--- src/rtl/reg_dump_unit_pkg.sv ---
// reg_dump_unit_pkg: shared state encoding and word/byte sizing helpers for the register dump unit.
package reg_dump_unit_pkg;

    typedef enum logic [2:0] {
        IDLE    = 3'd0,
        ADDR    = 3'd1,
        LOAD    = 3'd2,
        SEND    = 3'd3,
        WAIT_TX = 3'd4,
        DONE    = 3'd5
    } state_t;

    function automatic int bytes_per_word(input int data_length, input int byte_width);
        return data_length / byte_width;
    endfunction

    function automatic int cnt_width(input int bpw);
        return (bpw > 1) ? $clog2(bpw) : 1;
    endfunction

endpackage

--- src/rtl/reg_dump_unit.sv ---
// reg_dump_unit: walks the register bank and streams every word MSB-byte-first to a UART transmitter,
// holding the pipeline halted (o_busy) for the whole dump.
module reg_dump_unit
    import reg_dump_unit_pkg::*;
#(
    parameter int BANK_SIZE   = 32,
    parameter int ADDR_LENGTH = 5,
    parameter int DATA_LENGTH = 32,
    parameter int BYTE_WIDTH  = 8
) (
    input  logic                   i_clk,
    input  logic                   i_rst,
    input  logic                   i_start,
    output logic [ADDR_LENGTH-1:0] o_reg_addr,
    input  logic [DATA_LENGTH-1:0] i_reg_data,
    output logic [BYTE_WIDTH-1:0]  o_tx_data,
    output logic                   o_tx_start,
    input  logic                   i_tx_done,
    output logic                   o_busy,
    output logic                   o_done
);

    localparam int BPW = bytes_per_word(DATA_LENGTH, BYTE_WIDTH);
    localparam int CW  = cnt_width(BPW);
    localparam logic [CW-1:0]          LAST_BYTE = CW'(BPW - 1);
    localparam logic [ADDR_LENGTH-1:0] LAST_ADDR = ADDR_LENGTH'(BANK_SIZE - 1);

    state_t                 r_state;
    state_t                 w_next;
    logic [DATA_LENGTH-1:0] r_word;
    logic [DATA_LENGTH-1:0] w_shift;
    logic [CW-1:0]          r_byte_cnt;
    logic                   w_last_byte;
    logic                   w_last_addr;

    assign w_shift     = r_word << BYTE_WIDTH;
    assign w_last_byte = r_byte_cnt == LAST_BYTE;
    assign w_last_addr = o_reg_addr == LAST_ADDR;

    always_comb begin
        w_next = r_state;
        case (r_state)
            IDLE:    w_next = i_start ? ADDR : IDLE;
            ADDR:    w_next = LOAD;
            LOAD:    w_next = SEND;
            SEND:    w_next = WAIT_TX;
            WAIT_TX: w_next = !i_tx_done ? WAIT_TX : !w_last_byte ? SEND : w_last_addr ? DONE : ADDR;
            DONE:    w_next = IDLE;
            default: w_next = IDLE;
        endcase
    end

    always_ff @(posedge i_clk or posedge i_rst) begin
        if (i_rst) r_state <= IDLE;
        else       r_state <= w_next;
    end

    // Strobes are decoded from the next state so they are registered yet aligned with the state they describe.
    always_ff @(posedge i_clk or posedge i_rst) begin
        if (i_rst) begin
            o_reg_addr <= '0;
            o_tx_data  <= '0;
            o_tx_start <= 1'b0;
            o_busy     <= 1'b0;
            o_done     <= 1'b0;
            r_word     <= '0;
            r_byte_cnt <= '0;
        end else begin
            o_tx_start <= w_next == SEND;
            o_busy     <= w_next != IDLE;
            o_done     <= w_next == DONE;
            case (r_state)
                IDLE: if (i_start) o_reg_addr <= '0;
                LOAD: begin
                    r_word     <= i_reg_data;
                    r_byte_cnt <= '0;
                    o_tx_data  <= i_reg_data[DATA_LENGTH-1 -: BYTE_WIDTH];
                end
                WAIT_TX: begin
                    if (i_tx_done && !w_last_byte) begin
                        r_word     <= w_shift;
                        r_byte_cnt <= r_byte_cnt + CW'(1);
                        o_tx_data  <= w_shift[DATA_LENGTH-1 -: BYTE_WIDTH];
                    end else if (i_tx_done && !w_last_addr) begin
                        o_reg_addr <= o_reg_addr + ADDR_LENGTH'(1);
                    end
                end
                DONE: o_reg_addr <= '0;
                default: ;
            endcase
        end
    end

endmodule

--- config.mk ---
export PLATFORM = sky130hd
export DESIGN_NAME = reg_dump_unit
export DESIGN_NICKNAME = d
export VERILOG_FILES = /design/src/rtl/reg_dump_unit_pkg.sv /design/src/rtl/reg_dump_unit.sv
export SDC_FILE = /design/constraint.sdc
export NUM_CORES = 1
export LEC_CHECK = 0
export BUFFER_PORTS_ARGS = -buffer_cell sky130_fd_sc_hd__buf_2
export CELL_PAD_IN_SITES_DETAIL_PLACEMENT = 0
export CELL_PAD_IN_SITES_GLOBAL_PLACEMENT = 1
export CORE_AREA = 4 4 96 98
export CTS_BUF_LIST = sky130_fd_sc_hd__clkbuf_16
export CTS_CLUSTER_SIZE = 16
export DETAILED_ROUTE_END_ITERATION = 7
export DIE_AREA = 0 0 100 102
export GPL_ROUTABILITY_DRIVEN = 0
export PLACE_DENSITY_LB_ADDON = 0.1
export SYNTH_ARGS = -nofsm -noshare
export SYNTH_HDL_FRONTEND = slang
export SYNTH_SLANG_ARGS = --single-unit
--- constraint.sdc ---
create_clock -name i_clk -period 1.83 [get_ports i_clk]
set_input_delay 0.366 -clock i_clk [delete_from_list [all_inputs] [get_ports i_clk]]
set_output_delay 0.366 -clock i_clk [all_outputs]
set_load 0.01 [all_outputs]
==> run metrics <==
Power Dens Cells=1630 nW/um^2; CP max-delay cell=dfrtp_1; status=finished clean; TritonCTS clock tree=yes; #FFs+latches synth=45; switching share of power=29.5%; Layout area overhead=30.9%; Hold-fix buffers, CTS=0; Core Box Area=8470 um^2; DR iter-0 viols=19; PortBufs=51; Post-Synthesis Cells=176; Crit path buffers/inverters=0; CP max FO=3; Finished Layout Cells=353; Net Count, Synth=215; slew margin rel.=67.7%; crit path capture=o_reg_addr[0]$_DFFE_PP0P_; Worst Hold Class=input pin to async pin; Max Cap Violations=0; Avg Cell Area, Syn=14.1 um^2; layout cells sized above 1=59.2%; CTS H-tree lvls=2; Max stage delay on crit path=0.38 ns; Yosys warning count=0; worst path required time=2.00 ns; post-placement cell count=339; Final Util=38.4%; cell leakage power=0.00153 uW; design area=3250 um^2; crit path cell chain=ha_2, and3_4, ha_4, nand3b_1, a221o_1, mux2_2; DR WL/cell=14.8 um; all-layer global routing usage=10.2%; r2r setup slk=0.04 ns; delay-heaviest family, CP=flip-flops; Post-Route WL=5220 um; first-pass GRT wire length=8270 um; fin crit period=1.79 ns; RR Endpoint=o_reg_addr[0]$_DFFE_PP0P_; DRC=0; crit path from=o_reg_addr[1]$_DFFE_PP0P_; # IOs=52; critical setup path kind=flip-flop to flip-flop; CP Depth=6; total congestion overflow=0; Synth cell types=35; antenna-violating nets left=0; vias in the first global route=1663; DP Area=2930 um^2; Clock Power Share=19.5%; NetSw=1560 uW; most frequent cells in the layout=51 x buf_2, 45 x dfrtp_1, 44 x mux2_4, 13 x mux2_2; Clock Latency Late Sink=0.29 ns; final worst-path setup slack=0.0387 ns; Flop pwr share=31.8%; Nets=283; Core Rows=34; fmax=558 MHz; largest net degree at the start of global routing=27; Reg clk slew, reported paths=0.07 ns; # diodes=0; clk buf depth=2; worst slack, placed=0.0272 ns; initial antenna violation count=0; Final Setup Violations=0; R2R Path Start=o_reg_addr[1]$_DFFE_PP0P_; die height=102 um; unrepaired setup endpoints after global routing=true; Worst Path Arrival=1.96 ns; Comb power frac=48.7%; register area share after synthesis=45.4%; Mapped Area=2480 um^2; die area=10200 um^2; Fin. Hold Viols=0; total power=5300 uW; most common cell after layout, fill and taps aside=buf_2; routed vias/inst=4.53; via count=1598; CP endpoint kind=flip-flop; Detailed Place HPWL=3540 um; Internal=3730 uW; cts bufs inserted=5; Tightest Pin Transition=0.483 ns; Pins Over Slew Limit=0; clock skew=0.00687 ns; initial core utilization=29.3%; critical path launch point type=flip-flop; worst reg2reg path depth=6; Period Utilization, post-route=97.9%; Die Wd=100 um; Detailed Routing Iterations Pass 1=4; clock root buffer=clkbuf_16; CTS sink cnt=45; Max VDD drop=0.587 mV
-- worst register-to-register path: stages, from the launching register on --
cell	delay (ns)
dfrtp_1	0.38
ha_2	0.19
and3_4	0.18
ha_4	0.15
nand3b_1	0.15
a221o_1	0.36
mux2_2	0.27
-- cell families after synthesis --
group / after synthesis / synth area share [%]
flops: 45 / 45.4
compound gates: 17 / 5.20
fa+ha+maj: 3 / 1.51
simple gates: 37 / 8.98
buf+inv: 16 / 5.95
mux: 58 / 32.9
-- timing repair --
item / CTS / global route
buffers inserted: 0 / 3
endpoints found under the hold margin: 0 / 0
endpoints found under the setup margin: 0 / 28
resized for setup: 0 / 4
-- metrics by stage --
| step | setup TNS [ns] | hold slack [ns] |
|---|---|---|
| 4_1_cts | 0 | 0.114 |
| 3_3_place_gp | 0 | 0.422 |
| 3_5_place_dp | 0 | 0.422 |
| 6_report | 0 | 0.102 |
| 2_1_floorplan | 0 | 0.476 |
| 5_1_grt | -0.0229 | 0.141 |
-- area by class of cell --
type | instances | area, um^2
fill | 843 | 5220
clock buffer | 5 | 125
multi-input combinational | 115 | 1250
sequential | 45 | 1130
timing repair buffer | 71 | 541
clock inverter | 3 | 42.5
inverter | 6 | 22.5
tap | 108 | 135
-- sequential cells by signal, indices dropped and copies added, names as in the netlist --
name,count
o_busy,1
o_done,1
o_reg_addr,5
o_tx_data,8
o_tx_start,1
r_byte_cnt,2
r_state,3
r_word,24
-- routing by layer --
layer / track usage [%] / share of wire (%) / wire length (um) / up-vias
li1: - / - / - / 765
met1: 13.5 / 46 / 2390 / 791
met2: 16.5 / 48 / 2520 / 32
met3: 2.46 / 4.0 / 211 / 10
met4: 3.52 / 1.8 / 96 / 0
met5: 0 / 0 / 0 / -
-- worst min path at each step --
stage                                          end  slack [ns]  cells after the start
after floorplan              r_word[0]$_DFFE_PP0P_        0.48                      1
final                        r_word[4]$_DFFE_PP0P_        0.10                      2
after CTS                    r_word[4]$_DFFE_PP0P_        0.11                      2
after global placement            o_done$_DFF_PP0_        0.42                      2
after detailed placement          o_done$_DFF_PP0_        0.42                      2
after global routing      o_tx_data[7]$_DFFE_PP0P_        0.14                      2
-- cells in the mapped netlist (all sizes together) --
cell type	instances	area, um^2
inv	6	22.5
nand3b	1	7.51
a22o	2	17.5
o21ai	4	20.0
nor2	5	18.8
o211ai	2	15.0
a221o	1	10.0
dfrtp	45	1130
mux2	57	807
nand2b	2	15.0
or2b	1	7.51
buf	10	125
ha	3	37.5
nand2	5	18.8
a21bo	1	10.0
o22a	1	8.76
nand4bb	1	11.3
mux2i	1	10.0
nand3	3	15.0
a221oi	1	8.76
nor2b	11	68.8
and4b	1	10.0
a31oi	2	12.5
and3	3	18.8
nand4	1	6.26
and2	1	6.26
a21oi	3	26.3
nor3b	1	12.5
nor4	1	6.26
-- power by group through the flow --
stage | combinational [uW] | clock (uW) | sequential, uW
2_1_floorplan | 1880 | 0 | 1670
3_3_place_gp | 2250 | 0 | 1700
3_5_place_dp | 2260 | 0 | 1700
4_1_cts | 2260 | 1070 | 1690
5_1_grt | 2770 | 1100 | 1750
6_report | 2580 | 1030 | 1690
No activity file was read; power rests on OpenSTA's default activity.
